==> src/rtl/bolt_engine.sv <==
// bolt_engine: per-slot bolt flight, border clamping and registered pixel drawing requests
module bolt_engine #(
   parameter int           BOLT_MAX = 4,
   parameter int           SPEED    = 4,
   parameter bit           DIR_DOWN = 1'b1,
   parameter int           BOLT_W   = 3,
   parameter int           BOLT_H   = 8,
   parameter int           T_LIM    = 5,
   parameter int           B_LIM    = 465,
   parameter logic [7:0]   BOLT_RGB = 8'hFC
)(
   input  logic                     clk,
   input  logic                     resetN,
   input  logic                     srtFrm,
   input  logic [10:0]              pixelX,
   input  logic [10:0]              pixelY,
   input  logic [BOLT_MAX-1:0]      exs,
   input  logic [10:0]              spnX,
   input  logic [10:0]              spnY,
   output logic [BOLT_MAX-1:0]      req,
   output logic                     anyReq,
   output logic [7:0]               rgb,
   output logic [BOLT_MAX*11-1:0]   posY
);
   typedef enum logic [1:0] {IDLE, FLY, PARK} state_t;
   state_t              r_st  [BOLT_MAX];
   state_t              w_nst [BOLT_MAX];
   logic [10:0]         r_x   [BOLT_MAX];
   logic [10:0]         r_y   [BOLT_MAX];
   logic [10:0]         w_nx  [BOLT_MAX];
   logic [10:0]         w_ny  [BOLT_MAX];
   logic [11:0]         w_dn  [BOLT_MAX];
   logic signed [11:0]  w_up  [BOLT_MAX];
   logic [BOLT_MAX-1:0] r_exsQ;
   logic [BOLT_MAX-1:0] w_rise;
   logic [BOLT_MAX-1:0] w_req;
   logic                w_lo;
   logic                w_hi;
   logic [10:0]         w_spy;
   assign w_rise = exs & ~r_exsQ;
   assign w_lo   = spnY < 11'(T_LIM);
   assign w_hi   = spnY > 11'(B_LIM);
   assign w_spy  = w_lo ? 11'(T_LIM) : w_hi ? 11'(B_LIM) : spnY;
   // next state and position per slot; a dropped exs beats a frame tick, out-of-range spawns park at once
   always_comb begin
      for (int i = 0; i < BOLT_MAX; i++) begin
         w_nst[i] = r_st[i];
         w_nx[i]  = r_x[i];
         w_ny[i]  = r_y[i];
         w_dn[i]  = {1'b0, r_y[i]} + 12'(SPEED);
         w_up[i]  = $signed({1'b0, r_y[i]}) - $signed(12'(SPEED));
         if (r_st[i] == IDLE) begin
            if (w_rise[i]) begin
               w_nx[i]  = spnX;
               w_ny[i]  = w_spy;
               w_nst[i] = (w_lo || w_hi) ? PARK : FLY;
            end
         end else if (!exs[i]) begin
            w_nst[i] = IDLE;
         end else if (r_st[i] == FLY && srtFrm) begin
            if (DIR_DOWN) begin
               w_ny[i]  = (w_dn[i] >= 12'(B_LIM)) ? 11'(B_LIM) : w_dn[i][10:0];
               w_nst[i] = (w_dn[i] >= 12'(B_LIM)) ? PARK : FLY;
            end else begin
               w_ny[i]  = (w_up[i] <= $signed(12'(T_LIM))) ? 11'(T_LIM) : w_up[i][10:0];
               w_nst[i] = (w_up[i] <= $signed(12'(T_LIM))) ? PARK : FLY;
            end
         end
      end
   end
   // pixel hit test in 12 bits so a bolt near column 2047 cannot wrap onto low columns; req drops as soon as exs does
   always_comb begin
      w_req = '0;
      posY  = '0;
      for (int i = 0; i < BOLT_MAX; i++) begin
         w_req[i] = (r_st[i] != IDLE) && exs[i] &&
                    ({1'b0, pixelX} >= {1'b0, r_x[i]}) && ({1'b0, pixelX} < {1'b0, r_x[i]} + 12'(BOLT_W)) &&
                    ({1'b0, pixelY} >= {1'b0, r_y[i]}) && ({1'b0, pixelY} < {1'b0, r_y[i]} + 12'(BOLT_H));
         posY[i*11 +: 11] = r_y[i];
      end
   end
   // slot state, positions, exs history and registered drawing outputs
   always_ff @(posedge clk or negedge resetN) begin
      if (!resetN) begin
         r_exsQ <= '0;
         req    <= '0;
         anyReq <= 1'b0;
         rgb    <= 8'h00;
         for (int i = 0; i < BOLT_MAX; i++) begin
            r_st[i] <= IDLE;
            r_x[i]  <= '0;
            r_y[i]  <= '0;
         end
      end else begin
         r_exsQ <= exs;
         req    <= w_req;
         anyReq <= |w_req;
         rgb    <= (|w_req) ? BOLT_RGB : 8'h00;
         for (int i = 0; i < BOLT_MAX; i++) begin
            r_st[i] <= w_nst[i];
            r_x[i]  <= w_nx[i];
            r_y[i]  <= w_ny[i];
         end
      end
   end
endmodule

==> config.mk <==
export PLATFORM = sky130hd
export DESIGN_NAME = bolt_engine
export DESIGN_NICKNAME = d
export VERILOG_FILES = /design/src/rtl/bolt_engine.sv
export SDC_FILE = /design/constraint.sdc
export NUM_CORES = 1
export LEC_CHECK = 0
export CORE_UTILIZATION = 60
export CTS_CLUSTER_SIZE = 24
export DETAILED_ROUTE_END_ITERATION = 8
export DONT_BUFFER_PORTS = 1
export PLACE_DENSITY = 0.79
export SLEW_MARGIN = 20
export SYNTH_ARGS = -nofsm -noshare
export SYNTH_HDL_FRONTEND = slang
export SYNTH_SLANG_ARGS = --single-unit
==> constraint.sdc <==
create_clock -name clk -period 2.5 [get_ports clk]
set_input_delay 0.125 -clock clk [delete_from_list [all_inputs] [get_ports clk]]
set_output_delay 0.125 -clock clk [all_outputs]
set_load 0.005 [all_outputs]
Word-level counts from Yosys, hierarchy flattened

Cells that the tools add are included.

Bits in registers: 113
Bits of input ports: 51
Output and inout port bits: 57

Add/sub/neg operators: 12
$lt $le $gt $ge: 22
Eq/ne operators: 12
Muxes and demuxes: 44
Bitwise gates (word level): 2
Reductions and logical operators: 54

Operator list:

| kind                                                                          | number |
|---|---|
| 11-bit two-way mux                                                            | 22 |
| 11-bit by 12-bit less-than comparator with 1-bit output                       | 8 |
| 11-bit >= comparator                                                          | 8 |
| 11-bit by 2-bit adder with 12-bit output, second input constant               | 4 |
| 11-bit by 3-bit adder with 12-bit output, second input constant               | 4 |
| 11-bit by 4-bit adder with 12-bit output, second input constant               | 4 |
| 12-bit by 9-bit >= comparator with 1-bit output, second input constant        | 4 |
| 2-bit two-way mux                                                             | 21 |
| 1-bit logical AND                                                             | 24 |
| 2-bit nonzero test                                                            | 12 |
| 2-bit AND reduction                                                           | 8 |
| 3-bit by 1-bit inequality test with 1-bit output, second input constant       | 4 |
| 3-bit AND reduction                                                           | 4 |
| 11-bit by 9-bit > comparator with 1-bit output, second input constant         | 1 |
| 11-bit by 3-bit less-than comparator with 1-bit output, second input constant | 1 |
| 2-bit by 1-bit == test with 1-bit output, second input constant               | 4 |
| 2-bit zero test                                                               | 4 |
| 8-bit two-way mux                                                             | 1 |
| 2-bit inequality test, second input constant                                  | 4 |
| 4-bit bitwise AND                                                             | 1 |
| 4-bit inverter                                                                | 1 |
| 4-bit OR reduction                                                            | 1 |
| 1-bit logical OR                                                              | 1 |

Logic depth before layout (Yosys ltp)

Word-level depth: 8
Depth in mapped cells: 14

Worst setup path before layout

Ideal clock, no wire load.

Path kind: reg2reg
From: reg r_y, in the netlist posY[27]
To: reg rgb[6]
Setup time: 0.139 ns
Arrival: 2.441 ns
Data required time: 2.361 ns
Path slack: -0.080 ns
Stages on the path, launching flop included: 12
Path buffers: 1
Cells stage by stage: dfrtp_1 -> buf_2 -> nand3_1 -> nor2_1 -> nand4_1 -> xnor2_1 -> ha_1 -> o2111ai_1 -> or3_1 -> a21oi_1 -> a2111oi_1 -> or4_1

Longest elaborated chain between the ends: 5

RTL lines:

| item                                                                                                | line   | source |
|---|---|---|
| start, declared                                                                                     | 29     | `logic [10:0] r_y [BOLT_MAX];` |
| start signal, assigned by index                                                                     | 102    | `r_y[i] <= w_ny[i];` |
| 11-bit by 4-bit adder with 12-bit output / 11-bit >= comparator (equally long branches)             | 78     | `({1'b0, pixelY} >= {1'b0, r_y[i]}) && ({1'b0, pixelY} < {1'b0, r_y[i]} + 12'(BOLT_H));` |
| 11-bit by 12-bit less-than comparator with 1-bit output / 1-bit logical AND (equally long branches) | 78, 77 |  |
| 1-bit logical AND *                                                                                 | 78     |  |
| net w_req[2]                                                                                        | 36     | `logic [BOLT_MAX-1:0] w_req;` |
| 4-bit OR reduction *                                                                                | 98     | `rgb <= (\|w_req) ? BOLT_RGB : 8'h00;` |
| 8-bit two-way mux *                                                                                 | 98     |  |
| end signal, assigned                                                                                | 98     |  |
| end, declared                                                                                       | 22     | `output logic [7:0] rgb,` |

Mark *: on every way through the listed nets, which the timed path passes. The rest lies on a longest branch.
A chain may end at the register's enable or synchronous reset.

Worst setup path after layout

From: reg r_x[34] (netlist bit)
To: reg rgb[6]

Longest elaborated chain between the ends: 7

RTL lines:

| item                                                                                                | line   | source |
|---|---|---|
| start, declared                                                                                     | 28     | `logic [10:0] r_x [BOLT_MAX];` |
| start signal, assigned by index                                                                     | 101    | `r_x[i] <= w_nx[i];` |
| 11-bit by 2-bit adder with 12-bit output / 11-bit >= comparator (equally long branches)             | 77     | `({1'b0, pixelX} >= {1'b0, r_x[i]}) && ({1'b0, pixelX} < {1'b0, r_x[i]} + 12'(BOLT_W)) &&` |
| 11-bit by 12-bit less-than comparator with 1-bit output / 1-bit logical AND (equally long branches) | 77, 76 |  |
| 1-bit logical AND * (2 in series)                                                                   | 77     |  |
| 1-bit logical AND *                                                                                 | 78     |  |
| net w_req[0]                                                                                        | 36     |  |
| 4-bit OR reduction *                                                                                | 98     |  |
| 8-bit two-way mux *                                                                                 | 98     |  |

Marked as above.

==> key figures <==
Worst setup path
  – Crit Path Class: register to register
  – CP Launch Type: register
  – RR Startpoint: r_x[34]
  – Worst Path Required: 2.73 ns
  – R2R setup slack: -0.19 ns
  – Crit Reg-Reg Endpoint: rgb[6]
  – CP endpoint kind: register
  – Depth of the worst register-to-register path: 11
  – Crit Path Max Fanout: 3
  – Worst EP arrival: between 2 and 3 ns

Drt
  – Avg WL per Cell: ~20 um
  – DRT Pass-1 Iters: 5
  – Antenna Nets Post-Route: 0
  – Via-per-instance ratio: 6.37
  – Detailed-route via count: roughly 9.6k
  – Starting DRT DRC Count: 860
  – DRT Wirelength: approximately 30 mm
  – # DRC: 0

Clock tree
  – Num CTS Buffers: 9
  – Worst-path clk slew: ~0.080 ns
  – Clk buf depth: 2
  – CTS Hold Bufs: 17
  – TritonCTS clock tree: built
  – Root Buffer: clkbuf_16
  – Worst-skew pair later-pin latency: approximately 0.36 ns
  – H-Tree Depth: 3
  – CTS Sinks: roughly 110

Global route
  – Gr usage total: 0.359
  – Initial antenna violation count: 0
  – First-pass GRT wire length: roughly 47 mm
  – Largest net degree at the start of global routing: roughly 110
  – Grt total ovfl: 0
  – Vias in the first global route: 9384

Die
  – Row cnt: between 40 and 50
  – Die Area: approximately 17000 sq um
  – # IOs: between 100 and 150
  – Horiz. Die Dim: about 130 um
  – Initial core utilization: 0.618
  – Chip Height: approximately 130 um
  – Core Area: ~16000 sq um

Placed design
  – Placed Cells: approximately 1.5k
  – Worst slack, placed: -0.289 ns
  – Hpwl dp: around 22 mm
  – IO buf count: 0
  – GPL Wtd Cong: 0.928

Flow run
  – Max cap viols: 0

Layout
  – Fin cells: 1500
  – Ant. Diodes: 0
  – Final Util: 0.737
  – Share of cells above drive strength 1: 0.173
  – Multi-input gate area: 6880 sq um
  – Fill cells: between 1k and 1.5k
  – Final net count: approximately 1.5k
  – Layout area overhead: 19.2%
  – Reg area: about 2600 sq um

Status
  – Status: complete, but fails checks
  – Violated checks: negative hold slack, negative setup slack

Pwr
  – Max IR drop VDD: 0.579 mV
  – Pwr/cell area: roughly 1100 nW/um^2
  – Pleak: around 0.0052 uW

Timing
  – Worst Skew: between 0.009 and 0.01 ns
  – Fin. max-slew vios: 0
  – Unrepaired setup endpoints after global routing: yes
  – Worst slew margin: 0.520
  – Tcrit/Tclk final: 1.07
  – Final setup margin: -0.186 ns
  – Hold_ws: -0.543 ns
  – Slew @ Worst Pin: just over 0.7 ns
  – Final Hold Viols: ~110
  – Max Clock Freq: between 0.3 and 0.4 GHz
  – Minimum clock period: approximately 2.7 ns
  – Final setup fails: 2

Min path
  – Hold crit path type: input port to asynchronous set/reset pin

Synthesis
  – Mapped Cells: 1145
  – Ys flop type: dfrtp_1
  – Flops & latches, synth: roughly 110
  – Netlist cell types: around 80
  – YS warnings: 0
  – Async SR Flop Fraction: 1.00
  – Seq/Total Area, Yosys: 0.267
  – Post-synth EDFFs: 0
  – Post-Synthesis Cell Area: between 9000 and 10000 sq um
  – Syn avg cell area: between 8 and 9 sq um
==> cells in the mapped netlist, drive strengths merged, types with 12 or more instances <==
master,number,area (sq um)
nor3,36,206
ha,176,2200
nand2,85,322
nand2b,14,87.6
xnor2,64,561
buf,21,134
nor2,78,308
inv,100,375
o21ai,110,551
a21oi,70,350
nand4,21,131
o2111ai,16,140
o21a,12,90.1
dfrtp,105,2630
clkbuf,16,61.3
nand3,34,180
nor2b,15,93.8
==> state kept, by name, indices dropped and copies added (netlist names) <==
| register | count |
|---|---|
| rgb | 1 |
| req | 4 |
| r_x | 44 |
| posY | 44 |
| r_exsQ | 4 |
| r_st | 8 |
==> worst max-delay path: stages, from the launching register on <==
cell and delay (ns):
dfrtp_1 0.41, inv_1 0.09, ha_1 0.28, nor2_2 0.07
xnor2_1 0.14, ha_1 0.31, o2111ai_1 0.11, a21oi_1 0.25
a2111oi_4 0.07, o311ai_2 0.29, a21oi_2 0.08, or4_1 0.46
==> layout by cell type, fill, tap and decap left out, types with 5 or more instances in the layout <==
| cell | synthesis | layout |
|---|---|---|
| o31ai_1 | 7 | 6 |
| or3_1 | 8 | 8 |
| buf_4 | 9 | 141 |
| nor2b_1 | 15 | 15 |
| nand2b_1 | 14 | 14 |
| o21a_1 | 12 | 12 |
| a21o_1 | 9 | 9 |
| a211oi_1 | 5 | 5 |
| xnor2_1 | 64 | 63 |
| mux2i_1 | 5 | 5 |
| nor3_2 | 3 | 5 |
| a32oi_1 | 11 | 11 |
| a22oi_1 | 6 | 6 |
| o22a_1 | 8 | 8 |
| and2_1 | 5 | 5 |
| nand3_1 | 32 | 30 |
| o2111ai_1 | 16 | 15 |
| a31oi_1 | 7 | 6 |
| o21ai_0 | 91 | 86 |
| a21oi_2 | 0 | 6 |
| dfrtp_1 | 105 | 103 |
| dlygate4sd3_1 | 0 | 17 |
| o211ai_1 | 6 | 6 |
| clkbuf_16 | 0 | 9 |
| a2bb2oi_1 | 5 | 5 |
| nor3_1 | 32 | 28 |
| o21ai_1 | 19 | 23 |
| inv_1 | 99 | 96 |
| a2111oi_0 | 6 | 5 |
| a21oi_1 | 70 | 64 |
| nor2_2 | 0 | 5 |
| ha_1 | 176 | 170 |
| nand2_1 | 84 | 83 |
| nand4_1 | 21 | 21 |
| o22ai_1 | 7 | 7 |
| nor2_1 | 76 | 69 |
==> power breakdown <==
part / switching, uW / internal, uW
registers: 551 / 2340
logic: 4700 / 3850
clock network: 694 / 986
total: 5940 / 7170
==> per-stage QoR <==
| stage | area (sq um) | power [uW] | TNS (ns) |
|---|---|---|---|
| after global routing | 11700 | 14200 | -0.696 |
| after floorplan | 9900 | 8110 | 0 |
| final | 11700 | 13100 | -0.245 |
| after detailed placement | 11000 | 10800 | -0.830 |
| after CTS | 11600 | 12800 | -0.380 |
| after global placement | 11000 | 10500 | -0.383 |
==> per-layer routing <==
metal	wire length, um	share of wire	track usage
met1	12400	0.41	0.473
met2	13700	0.46	0.573
met3	2650	0.089	0.0603
met4	1120	0.037	0.170
met5	0	0	0
==> cell families after synthesis <==
family	synth area share
AOI/OAI and AO/OA	0.220
xor gates and xnor gates	0.0604
adders and majority gates	0.223
buffers and inverters	0.0586
DFF	0.267
muxes	0.00508
other	0.000380
and+or+nand+nor	0.165
==> cell type report <==
class | count | share of cell area
tap | 216 | 0.0230
clock inverter | 6 | 0.00980
multi-input combinational | 902 | 0.586
clock buffer | 10 | 0.0195
sequential | 105 | 0.224
timing repair buffer | 159 | 0.106
inverter | 102 | 0.0326
==> how the worst max path moves through the flow <==
stage                   from  endpoint  slack [ns]  depth (start not counted)
floorplan           posY[27]    rgb[6]       0.002                         11
global placement     r_x[23]    rgb[6]       -0.18                         14
detailed placement   r_x[33]    rgb[6]       -0.29                         10
CTS                  r_x[23]    rgb[6]       -0.27                         14
global route         r_x[34]    rgb[6]       -0.34                         11
finish               r_x[34]    rgb[6]       -0.19                         11
==> timing repair <==
| item | in CTS | in global routing |
|---|---|---|
| setup buffers | 6 | 4 |
| setup endpoints to repair | 4 | 13 |
| hold endpoints to repair | 163 | 105 |
| pin swaps | 16 | 22 |
| resized for setup | 19 | 33 |
(Power assumes the default switching activity.)
